<file path="src/rtl/sprite_overlay_engine.sv">
// sprite_overlay_engine
//   Overlays N_SPR icon channels on the scaled logical pixel grid and merges
//   them, by priority, into a single colour code for the colorizer.
//   Each channel compares the current logical pixel against its frame-latched
//   top-left corner. On a hit it registers an icon ROM address computed from the
//   pixel offset. The hit flags are delayed to line up with the external ROM
//   data. The lowest-index channel with non-transparent data wins.
//   Latency from vid_row/vid_col to sprite_px is ROM_LAT+2 clocks.
// Ports
//   i_clk, i_reset_n            clock, async active-low reset
//   i_vid_row, i_vid_col        current video pixel (10b each)
//   i_loc_x, i_loc_y            per-channel logical top-left, ch i = [8i+7:8i]
//   i_spr_en, i_spr_blink       per-channel enable / blink request
//   o_rom_addr                  per-channel icon ROM address (registered)
//   i_rom_data                  per-channel ROM data, ROM_LAT clocks after addr
//   o_sprite_px/hit/id          merged colour code, non-transparent flag, winner

// One sprite channel: window compare plus address generation (S0 -> S1).
module sprite_chan #(
  parameter int SPR_W = 14,
  parameter int SPR_H = 14,
  parameter int AW    = 8
) (
  input  logic          i_clk,
  input  logic          i_reset_n,
  input  logic [7:0]    i_pc,
  input  logic [7:0]    i_pr,
  input  logic [7:0]    i_lx,
  input  logic [7:0]    i_ly,
  input  logic          i_vis,
  output logic [AW-1:0] o_addr,
  output logic          o_hit
);
  logic [8:0]    w_x_hi, w_y_hi;
  logic [7:0]    w_dx, w_dy;
  logic          w_hit;
  logic [AW-1:0] w_addr;

  // Upper bounds in 9 bits: a sprite near 255 is clipped instead of wrapping to 0.
  assign w_x_hi = {1'b0, i_lx} + 9'(SPR_W - 1);
  assign w_y_hi = {1'b0, i_ly} + 9'(SPR_H - 1);
  assign w_hit  = i_vis && (i_pc >= i_lx) && ({1'b0, i_pc} <= w_x_hi)
                        && (i_pr >= i_ly) && ({1'b0, i_pr} <= w_y_hi);
  assign w_dx   = i_pc - i_lx;
  assign w_dy   = i_pr - i_ly;
  assign w_addr = AW'(w_dy * SPR_W + w_dx);

  always_ff @(posedge i_clk or negedge i_reset_n) begin
    if (!i_reset_n) begin
      o_addr <= '0;
      o_hit  <= 1'b0;
    end else begin
      o_addr <= w_hit ? w_addr : '0;
      o_hit  <= w_hit;
    end
  end
endmodule

module sprite_overlay_engine #(
  parameter int N_SPR    = 2,
  parameter int SPR_W    = 14,
  parameter int SPR_H    = 14,
  parameter int SCALE_SH = 2,
  parameter int CW       = 3,
  parameter int ROM_LAT  = 1,
  parameter int BLINK_FR = 16,
  localparam int AW      = $clog2(SPR_W * SPR_H),
  localparam int IW      = (N_SPR > 1) ? $clog2(N_SPR) : 1
) (
  input  logic                i_clk,
  input  logic                i_reset_n,
  input  logic [9:0]          i_vid_row,
  input  logic [9:0]          i_vid_col,
  input  logic [N_SPR*8-1:0]  i_loc_x,
  input  logic [N_SPR*8-1:0]  i_loc_y,
  input  logic [N_SPR-1:0]    i_spr_en,
  input  logic [N_SPR-1:0]    i_spr_blink,
  output logic [N_SPR*AW-1:0] o_rom_addr,
  input  logic [N_SPR*CW-1:0] i_rom_data,
  output logic [CW-1:0]       o_sprite_px,
  output logic                o_sprite_hit,
  output logic [IW-1:0]       o_sprite_id
);
  localparam int FCW = (BLINK_FR > 1) ? $clog2(BLINK_FR) : 1;

  logic                      w_at0, w_fs, r_at0;
  logic [N_SPR-1:0][7:0]     r_lx, r_ly;
  logic [N_SPR-1:0]          r_en, r_blink;
  logic [FCW-1:0]            r_frame_cnt;
  logic                      r_blink_ph;
  logic [7:0]                w_pc, w_pr;
  logic [N_SPR-1:0][AW-1:0]  w_addr;
  logic [N_SPR-1:0]          w_hit_s1;
  logic [ROM_LAT:1][N_SPR-1:0] r_hit_dly;
  logic [N_SPR-1:0][CW-1:0]  w_data;
  logic [CW-1:0]             w_px;
  logic [IW-1:0]             w_id;
  logic                      w_win;

  // Frame start fires once on entry to pixel 0/0; holding 0/0 does not re-fire.
  assign w_at0 = (i_vid_row == 10'd0) && (i_vid_col == 10'd0);
  assign w_fs  = w_at0 && !r_at0;

  // Shadow state only moves at frame start so positions never tear mid-frame.
  // Reset clears enables, so nothing shows until the first frame start.
  always_ff @(posedge i_clk or negedge i_reset_n) begin
    if (!i_reset_n) begin
      r_at0       <= 1'b0;
      r_lx        <= '0;
      r_ly        <= '0;
      r_en        <= '0;
      r_blink     <= '0;
      r_frame_cnt <= '0;
      r_blink_ph  <= 1'b0;
    end else begin
      r_at0 <= w_at0;
      if (w_fs) begin
        r_lx    <= i_loc_x;
        r_ly    <= i_loc_y;
        r_en    <= i_spr_en;
        r_blink <= i_spr_blink;
        if (r_frame_cnt == FCW'(BLINK_FR - 1)) begin
          r_frame_cnt <= '0;
          r_blink_ph  <= ~r_blink_ph;
        end else begin
          r_frame_cnt <= r_frame_cnt + 1'b1;
        end
      end
    end
  end

  assign w_pc = 8'(i_vid_col >> SCALE_SH);
  assign w_pr = 8'(i_vid_row >> SCALE_SH);

  for (genvar g = 0; g < N_SPR; g++) begin : g_chan
    sprite_chan #(.SPR_W(SPR_W), .SPR_H(SPR_H), .AW(AW)) u_chan (
      .i_clk     (i_clk),
      .i_reset_n (i_reset_n),
      .i_pc      (w_pc),
      .i_pr      (w_pr),
      .i_lx      (r_lx[g]),
      .i_ly      (r_ly[g]),
      .i_vis     (r_en[g] && !(r_blink[g] && r_blink_ph)),
      .o_addr    (w_addr[g]),
      .o_hit     (w_hit_s1[g])
    );
  end

  assign o_rom_addr = w_addr;
  assign w_data     = i_rom_data;

  // Hit flags ride alongside the ROM read so they meet the returning data.
  always_ff @(posedge i_clk or negedge i_reset_n) begin
    if (!i_reset_n) begin
      r_hit_dly <= '0;
    end else begin
      r_hit_dly[1] <= w_hit_s1;
      for (int k = 2; k <= ROM_LAT; k++) r_hit_dly[k] <= r_hit_dly[k-1];
    end
  end

  // Scan high to low so the lowest-index opaque channel is the last writer.
  always_comb begin
    w_px  = '0;
    w_id  = '0;
    w_win = 1'b0;
    for (int i = N_SPR - 1; i >= 0; i--) begin
      if (r_hit_dly[ROM_LAT][i] && (w_data[i] != '0)) begin
        w_px  = w_data[i];
        w_id  = IW'(i);
        w_win = 1'b1;
      end
    end
  end

  always_ff @(posedge i_clk or negedge i_reset_n) begin
    if (!i_reset_n) begin
      o_sprite_px  <= '0;
      o_sprite_hit <= 1'b0;
      o_sprite_id  <= '0;
    end else begin
      o_sprite_px  <= w_px;
      o_sprite_hit <= w_win;
      o_sprite_id  <= w_id;
    end
  end
endmodule

</file>
<file path="config.mk">
export PLATFORM = sky130hd
export DESIGN_NAME = sprite_overlay_engine
export DESIGN_NICKNAME = d
export VERILOG_FILES = /design/src/rtl/sprite_overlay_engine.sv
export SDC_FILE = /design/constraint.sdc
export NUM_CORES = 1
export LEC_CHECK = 0
export ABC_AREA = 1
export ABC_CLOCK_PERIOD_IN_PS = 5000
export CAP_MARGIN = 20
export CORE_MARGIN = 2
export CORE_UTILIZATION = 57
export DETAILED_ROUTE_END_ITERATION = 16
export GPL_ROUTABILITY_DRIVEN = 0
export PLACE_DENSITY = 0.8
export RECOVER_POWER = 25
export SLEW_MARGIN = 25
export SYNTH_ARGS = -nofsm -noshare
export SYNTH_HDL_FRONTEND = slang
export SYNTH_SLANG_ARGS = --single-unit
</file>
<file path="constraint.sdc">
create_clock -name i_clk -period 5 [get_ports i_clk]
set_input_delay 0.75 -clock i_clk [delete_from_list [all_inputs] [get_ports i_clk]]
set_output_delay 0.75 -clock i_clk [all_outputs]
set_load 0.01 [all_outputs]
</file>
# After elaboration in Yosys (flattened, before gate mapping)

Index checks and enable logic that the tools add are counted.

Register bits: 67
Logic and storage cells: 72
Input bits: 64

Reductions and logical operators: 24
$lt $le $gt $ge: 8
Bitwise gates (word level): 1
Mux-type cells: 8
Equal/unequal tests: 1
Add/sub/neg operators: 11
Multipliers: 2

Operators with widths:

| cell                                             | count |
|---|---|
| adder 8 x 4 -> 9 bit, second input constant      | 4 |
| less-or-equal comparator 8 x 9 -> 1 bit          | 4 |
| greater-or-equal comparator 8 bit                | 4 |
| subtractor 8 bit                                 | 4 |
| zero test 10 bit                                 | 2 |
| adder 8 bit                                      | 2 |
| logical AND 1 bit                                | 16 |
| multiplier 8 x 3 -> 7 bit, second input constant | 2 |
| two-way mux 8 bit                                | 2 |
| two-way mux 3 bit                                | 2 |
| nonzero test 3 bit                               | 2 |
| adder 4 x 1 -> 4 bit, second input constant      | 1 |
| == test 4 bit, second input constant             | 1 |
| two-way mux 4 bit                                | 1 |
| zero test 1 bit                                  | 3 |
| two-way mux 1 bit                                | 3 |
| AND reduction 2 bit                              | 1 |
| inverter 1 bit                                   | 1 |

# Longest topological paths before layout

Gate-level depths: netlist (run 1).

Word-level depth: 8
Mapped depth: 30
Gate-level depth less buffers: 30

# Cells and area by module

A second synthesis (run 1) with hierarchy kept.

Cells, all modules: 870
Area total of the unflattened synthesis: 6661.4 µm²

Modules (own cells, without submodules):

| module                         | sequential area each (µm²) | times used | cells each | area an instance (µm²) |
|---|---|---|---|---|
| sprite_chan (g_chan[0].u_chan) | 225.2                      | 1          | 326        | 2336.0 |
| sprite_chan (g_chan[1].u_chan) | 225.2                      | 1          | 317        | 2255.9 |
| sprite_overlay_engine          | 1226.2                     | 1          | 227        | 2069.5 |

# Worst setup path after synthesis (run 1)

No wires, ideal clock.

Path kind: input to register
From: in i_vid_row[2]
To: reg g_chan[0].u_chan.o_addr[7]
Library setup time: 76 ps
Arrival time: 4617 ps
Cell stages on the path: 27
Path buffers: 0
Path slack: 307 ps
Path through: inv_1 > ha_1 > inv_1 > fa_1 > xor2_1 > inv_1 > fa_1 > inv_1 > ha_1 > inv_1 > fa_1 > inv_1 > fa_1 > ha_1 > nand2_1 > nand2_1 > nand3_1 > nand2_1 > nor2_1 > inv_1 > nand2_1 > nand2_1 > nand2_1 > nand2_1 > nand2_1 > nand3_1 > a21oi_2

Word-level cells in the longest chain between the ends: 4
Elaborated cells on any way between the ends: 8

Ends and longest elaborated chain:

| element                                                               | line   | text |
|---|---|---|
| from (decl)                                                           | 72     | `input logic [9:0] i_vid_row,` |
| subtractor 8 bit or greater-or-equal comparator 8 bit (tied branches) | 45, 43 |  |
| multiplier 8 x 3 -> 7 bit or logical AND 1 bit (tied branches)        | 46, 43 |  |
| adder 8 bit or logical AND 1 bit (tied branches)                      | 46, 43 |  |
| two-way mux 8 bit *                                                   | 53     | `o_addr <= w_hit ? w_addr : '0;` |
| to (signal assigned)                                                  | 53     |  |
| to (decl)                                                             | 31     | `output logic [AW-1:0] o_addr,` |

Every way passes the cells marked *; elsewhere a longest branch is shown, timed or not.
A chain may end at the register's enable or synchronous reset.

# Final worst setup path (run 1)

From: in i_vid_row[4]
To: reg g_chan[1].u_chan.o_addr[7]

Word-level cells in the longest chain between the ends: 4
Elaborated cells on any way between the ends: 8

Ends and longest elaborated chain:

| element                                                               | line |
|---|---|
| subtractor 8 bit or greater-or-equal comparator 8 bit (tied branches) | 45, 43 |
| multiplier 8 x 3 -> 7 bit or logical AND 1 bit (tied branches)        | 46, 43 |
| adder 8 bit or logical AND 1 bit (tied branches)                      | 46, 43 |
| two-way mux 8 bit *                                                   | 53 |
| to (signal assigned)                                                  | 53 |
| to (decl)                                                             | 31 |

Marked as above.

==> results of run 1 <==
final cells by class:
type | count | area share
multi-input combinational | 584 | 0.525
sequential | 67 | 0.210
timing repair buffer | 136 | 0.153
inverter | 132 | 0.0619
tap | 140 | 0.0219
clock buffer | 9 | 0.0155
clock inverter | 7 | 0.0133
power by group through the flow:
stage | Combinational [uW] | Clock (uW) | Sequential [uW]
after global routing | 1050 | 579 | 542
after floorplan | 516 | 0 | 552
after global placement | 795 | 0 | 552
after detailed placement | 847 | 0 | 552
after CTS | 868 | 555 | 541
final | 949 | 544 | 541
timing repair:
action / 4_1_cts / 5_1_grt
cloned: 0 / 0
resized for setup: 1 / 26
endpoints found under the setup margin: 1 / 4
pin swaps: 0 / 7
routing by layer:
| metal | vias to the layer above | share of wire | global-route usage |
|---|---|---|---|
| met5 | - | 0 | 0 |
| met4 | 0 | 0.027 | 0.123 |
| met3 | 41 | 0.043 | 0.0400 |
| met2 | 159 | 0.52 | 0.519 |
| met1 | 2781 | 0.41 | 0.335 |
| li1 | 2813 | - | - |
through the flow:
step           std cells  cell area [sq um]  TNS, ns
2_1_floorplan        790               6240        0
3_3_place_gp        1059               7610   -0.619
3_5_place_dp        1059               7610    -1.16
4_1_cts             1075               7850        0
5_1_grt             1075               8000  -0.0601
6_report            1075               8000        0
sequential cells by signal (all words and copies together) (netlist names):
signal	flops
r_at0	1
o_sprite_hit	1
g_chan.u_chan.o_addr	16
o_sprite_id	1
r_en	2
r_blink	2
r_lx	16
r_ly	16
o_sprite_px	3
r_frame_cnt	4
g_chan.u_chan.o_hit	2
r_hit_dly	2
r_blink_ph	1
kinds of logic after synthesis:
group | after synthesis
AO/OA/AOI/OAI | 102
XOR/XNOR | 50
adder cells (fa/ha/maj) | 119
buffers and inverters | 139
flip-flops | 67
AND/OR/NAND/NOR | 313
worst register-to-register path: cells and delay by family, from the launching register on:
kind,cells,cell delay [ns]
and+or+nand+nor,13,0.94
adders and majority gates,5,1.75
AOI/OAI and AO/OA,4,0.66
buffers and inverters,4,0.30
xor gates and xnor gates,2,0.32
DFF,1,0.43
cells in the mapped netlist (all sizes together) (2+ instances only):
cell type and count:
a21boi 2, a21o 2, a21oi 37, a31o 2, a31oi 3, buf 5, clkbuf 2, dfrtp 67
fa 22, ha 97, inv 132, nand2 197, nand3 33, nand3b 6, nand4 11, nor2 52
nor3 9, nor4 2, o21a 4, o21ai 46, o21bai 2, or2 2, xnor2 12, xor2 38
worst max path at each step:
| stage | from | to | slack [ns] |
|---|---|---|---|
| final | i_vid_row[4] | g_chan[1].u_chan.o_addr[7] | 0.20 |
| after global routing | i_vid_row[4] | g_chan[0].u_chan.o_addr[7] | -0.06 |
| after global placement | i_vid_row[2] | g_chan[0].u_chan.o_addr[7] | -0.21 |
| after detailed placement | i_vid_row[2] | g_chan[0].u_chan.o_addr[7] | -0.39 |
| after CTS | i_vid_row[2] | g_chan[0].u_chan.o_addr[7] | 0.003 |
| after floorplan | i_vid_row[2] | g_chan[0].u_chan.o_addr[7] | 0.31 |
==> impl_metrics.yaml, run 1 <==
final_layout:
  multi_input_area_sq_mm: 0.00420
  utilization: 0.744
  final_layout_size_suffix_gt1_frac: 0.122
  nFillCells: 776
  antenna_cells: 0
  nets: 1113
  final_common_cell: "nand2_1"
  final_cell_mix: "190 x nand2_1, 127 x inv_1, 91 x ha_1, 82 x clkdlybuf4s50_1, 67 x dfrtp_1"
  area_growth_pct: 28.1
  seqCellArea_sq_mm: 0.00168
clocking:
  numCtsBuffers: 9
  clock_sink_count: 67
  cts-root-buf: "clkbuf_8"
  post-cts-setup-buffers: 0
  clk_pin_slew_ns: 0.09
  tritoncts: "yes"
  clk_latency_ns: 0.37
  htreeDepth: 3
  cts_max_path_buffers: 2
  cts.hold.buffers_added: 0
global_route:
  grt_pass1_vias: 5937
  grt_max_degree: 66
  antenna_found_initial: 0
  grtUsageTotal: 0.285
  grt_pass1_wl_um: 26300
  gr-total-overflow: 0
die:
  initial_core_util: 0.581
  dieArea_sq_mm: 0.0118
  num_rows: 38
  die_w_um: 109
  coreArea_sq_mm: 0.0107
  die-height_um: 109
  io_pins: 85
power:
  power.share.combinational: 0.466
  p_sw_uw: 739
  power-per-cell-area_mw_per_mm2: 254
  ir_drop_mv: 0.234
  clkPwrFrac: 0.267
  p_total_uw: 2030
  power_frac_seq: 0.266
  internal_power_uw: 1290
  p_leak_uw: 0.00428
  power_switching_share: 0.363
drt:
  dr.pass1.iters: 4
  drt_iter0_drc: 315
  viasPerCell: 5.39
  drc_errors: 0
  wirelength_um: 16000
  wl_per_cell_um: 14.9
  vias: 5794
  ant_nets: 0
setup_path:
  r2r-start: "r_ly[2]"
  critical-path-slowest-cell: "clkdlybuf4s50_1"
  slowest_delay_ns: 0.49
  worst_path_most_repeated_cell: "nand2_1"
  critPathLaunchType: "input pin"
  crit_fanout: 4
  crit_path_end_kind: "flip-flop"
  path_buf_inv: 6
  critPathKind: "in2reg"
  regToRegSetupSlack_ns: 0.54
  worstPathArrival_ns: 5.10
  critPathRequiredTime_ns: 5.29
  r2r_cells: 28
  path_depth: 25
  cp_top_family: "adder cells"
  rr_endpoint: "g_chan[0].u_chan.o_addr[7]"
synthesis:
  postSynthAreaPerCell_sq_um: 7.90
  synthAdderAreaFrac: 0.265
  yosysSeqAreaShare: 0.269
  synth_compound_area_frac: 0.0910
  ys.flop_type: "dfrtp_1"
  synth_top_area_cell: "dfrtp_1"
  synth.distinct_cells: 38
  yosysTopAreaCellShare: 0.269
  async_flop_share: 1.00
  yosys.area_share.simple: 0.220
  ys_seq_elements: 67
  netlist_instances: 790
  synth_area_sq_mm: 0.00624
  synthMuxAreaShare: 0
  synth_top_family_by_area: "adder cells"
  ys_warn_count: 0
  synth_edf_count: 0
  syn_nets: 973
  ys_top_cells_by_area: "dfrtp_1 27%, ha_1 19%, nand2_1 11%, inv_1 7.8%, fa_1 7.1%"
  synth-xor-area-share: 0.0702
run_status:
  status: "finished with violations"
  violations: "capacitance limit, slew limit"
timing:
  max_slew_margin: -1.41
  post-route-min-period_ns: 4.80
  worstMarginPinSlew_ns: 3.62
  finClkSkew_ns: 0.0102
  min_period_over_period: 0.960
  rsz0062_at_grt: "yes"
  setup_ws_ns: 0.199
  fmax_mhz: 208
  hold_slack_ns: 0.147
  setup_viol: 0
  slew_violations: 66
  final-hold-violation-count: 0
place:
  pre_cts_slack_ns: -0.394
  io_buffer_count: 84
  dp_hpwl_um: 12600
worst_hold_path:
  hp-class: "in2async"
run:
  cap_violations: 1
Power figures use the tool's default switching activity.
==> run 2, diff against run 1 <==
--- a/config.mk
+++ b/config.mk
@@ -6,9 +6,8 @@
 export NUM_CORES = 1
 export LEC_CHECK = 0
 export ABC_AREA = 1
-export ABC_CLOCK_PERIOD_IN_PS = 5000
 export CAP_MARGIN = 20
-export CORE_MARGIN = 2
+export CORE_MARGIN = 5
 export CORE_UTILIZATION = 57
 export DETAILED_ROUTE_END_ITERATION = 16
 export GPL_ROUTABILITY_DRIVEN = 0
==> run 2 against run 1 <==
Net effect: the run still ends with capacitance limit, slew limit left; fmax increased by 0.97%; global-route usage decreased by 3.9 points; non-clock buffer count decreased by 2; utilization decreased by 1.1 points; worst hold slack improved by 0.20 ns; register-to-register slack got worse by 0.12 ns; clock power decreased by 12%; power decreased by 5.5%; sequential share of layout area increased by 0.21 points; die area increased by 11%; via count decreased by 2.0%.
==> impl_metrics.yaml, run 2 (synthesized netlist as in run 1, its figures left out) <==
setup_path:
  worstPathArrival_ns: 5.04
  regToRegSetupSlack_ns: 0.42
  r2r_cells: 23
  rr_endpoint: "g_chan[0].u_chan.o_addr[7]"
  r2r-start: "r_ly[0]"
  critPathLaunchType: "input pin"
  critPathKind: "in2reg"
  crit_path_end_kind: "flip-flop"
  crit_fanout: 4
  critPathRequiredTime_ns: 5.28
timing:
  max_slew_margin: -1.46
  post-route-min-period_ns: 4.76
  worstMarginPinSlew_ns: 3.69
  finClkSkew_ns: 0.0104
  final-hold-violation-count: 0
  min_period_over_period: 0.951
  slew_violations: 68
  fmax_mhz: 210
  setup_ws_ns: 0.245
  setup_viol: 0
  fin_setup_tns_ns: 0
power:
  ir_drop_mv: 0.237
  power-per-cell-area_mw_per_mm2: 243
  p_leak_uw: 0.00428
  p_total_uw: 1920
  clkPwrFrac: 0.249
  p_sw_uw: 704
  power.share.combinational: 0.469
  internal_power_uw: 1220
  power_frac_seq: 0.282
  power_switching_share: 0.366
die:
  io_pins: 85
  initial_core_util: 0.578
  die_w_um: 115
  dieArea_sq_mm: 0.0131
  coreArea_sq_mm: 0.0108
  num_rows: 38
  die-height_um: 115
global_route:
  grtUsageTotal: 0.246
  grt_pass1_vias: 5837
  grt_pass1_wl_um: 26200
  gr-total-overflow: 0
  antenna_found_initial: 0
  grt_max_degree: 68
worst_hold_path:
  hold_path_end: "r_hit_dly[0]"
  hold_start: "g_chan[0].u_chan.o_hit"
  hp-class: "reg2reg"
  worstHoldPathCells: 0
clocking:
  cts.hold.buffers_added: 0
  numCtsBuffers: 9
  cts_max_path_buffers: 2
  tritoncts: "yes"
  cts-root-buf: "clkbuf_8"
  clk_pin_slew_ns: 0.09
  clock_sink_count: 67
  clk_latency_ns: 0.36
  htreeDepth: 3
final_layout:
  nets: 1111
  antenna_cells: 0
  final_cell_mix: "191 x nand2_1, 128 x inv_1, 91 x ha_1, 80 x clkdlybuf4s50_1, 67 x dfrtp_1"
  utilization: 0.734
  finalNonFillerCells: 1073
  largestRegisters: "g_chan.u_chan.o_addr (16), r_lx (16), r_ly (16)"
  final_common_cell: "nand2_1"
  final_layout_size_suffix_gt1_frac: 0.116
  area_growth_pct: 26.9
drt:
  wl_per_cell_um: 14.7
  ant_nets: 0
  viasPerCell: 5.29
  vias: 5679
  drt_iter0_drc: 272
  drc_errors: 0
  wirelength_um: 15800
  dr.pass1.iters: 5
place:
  pre_cts_slack_ns: -0.477
  io_buffer_count: 84
  dp_hpwl_um: 12600
  dp_cells: 1055
run:
  cap_violations: 1
run_status:
  status: "finished with violations"
  violations: "capacitance limit, slew limit"
[run 2: per-layer routing]
layer	routed length, um	GRT usage
met2	8170	0.447
met3	709	0.0359
met5	0	0
met1	6500	0.298
met4	397	0.0784
[run 2: layout make-up]
| type | count | area, sq um |
|---|---|---|
| fill | 797 | 2870 |
| inverter | 132 | 495 |
| tap | 140 | 175 |
| clock buffer | 10 | 128 |
| timing repair buffer | 134 | 1210 |
| clock inverter | 6 | 73.8 |
| multi-input combinational | 584 | 4160 |
| sequential | 67 | 1680 |
[run 2: worst max path at each step]
stage | cells after the start | start | end
floorplan | 27 | i_vid_row[2] | g_chan[0].u_chan.o_addr[7]
global placement | 28 | i_vid_row[2] | g_chan[0].u_chan.o_addr[7]
detailed placement | 28 | i_vid_row[2] | g_chan[0].u_chan.o_addr[7]
CTS | 26 | i_vid_row[2] | g_chan[1].u_chan.o_addr[7]
global route | 26 | i_vid_row[6] | g_chan[0].u_chan.o_addr[7]
finish | 26 | i_vid_row[6] | g_chan[0].u_chan.o_addr[7]
[run 2: critical path: stages]
cell and delay [ns]:
clkdlybuf4s50_1 0.55, ha_4 0.35, nand2_1 0.05, inv_1 0.06, nand4_1 0.10, nand3_1 0.09
nand2_1 0.05, nand2_1 0.08, inv_1 0.07, fa_1 0.48, inv_1 0.05, ha_1 0.31
xor2_1 0.20, fa_1 0.49, ha_4 0.27, a21oi_1 0.16, nand2_1 0.08, nor2_2 0.11
inv_1 0.06, nand2_1 0.11, nand2_1 0.08, nand2_1 0.09, nand2_1 0.06, nand2_1 0.08
nand3_1 0.09, a21oi_2 0.15
[run 2: per-stage QoR]
stage | hold WS [ns] | instance area [sq um]
after floorplan | 0.331 | 6240
after global placement | 0.335 | 7580
after detailed placement | 0.345 | 7580
after CTS | 0.355 | 7790
after global routing | 0.374 | 7920
final | 0.347 | 7920
[run 2: power by group through the flow]
stage / Combinational (uW) / Clock (uW) / Sequential [uW]
floorplan: 516 / 0 / 552
global placement: 789 / 0 / 552
detailed placement: 833 / 0 / 552
CTS: 841 / 484 / 541
global route: 1010 / 508 / 541
finish: 901 / 479 / 541
[run 2: repair_timing]
item                       CTS  global route
gates resized for setup      2            21
setup endpoints to repair    1             4
setup buffers                0             2
pin swaps                    1             5
hold endpoints to repair     0             0
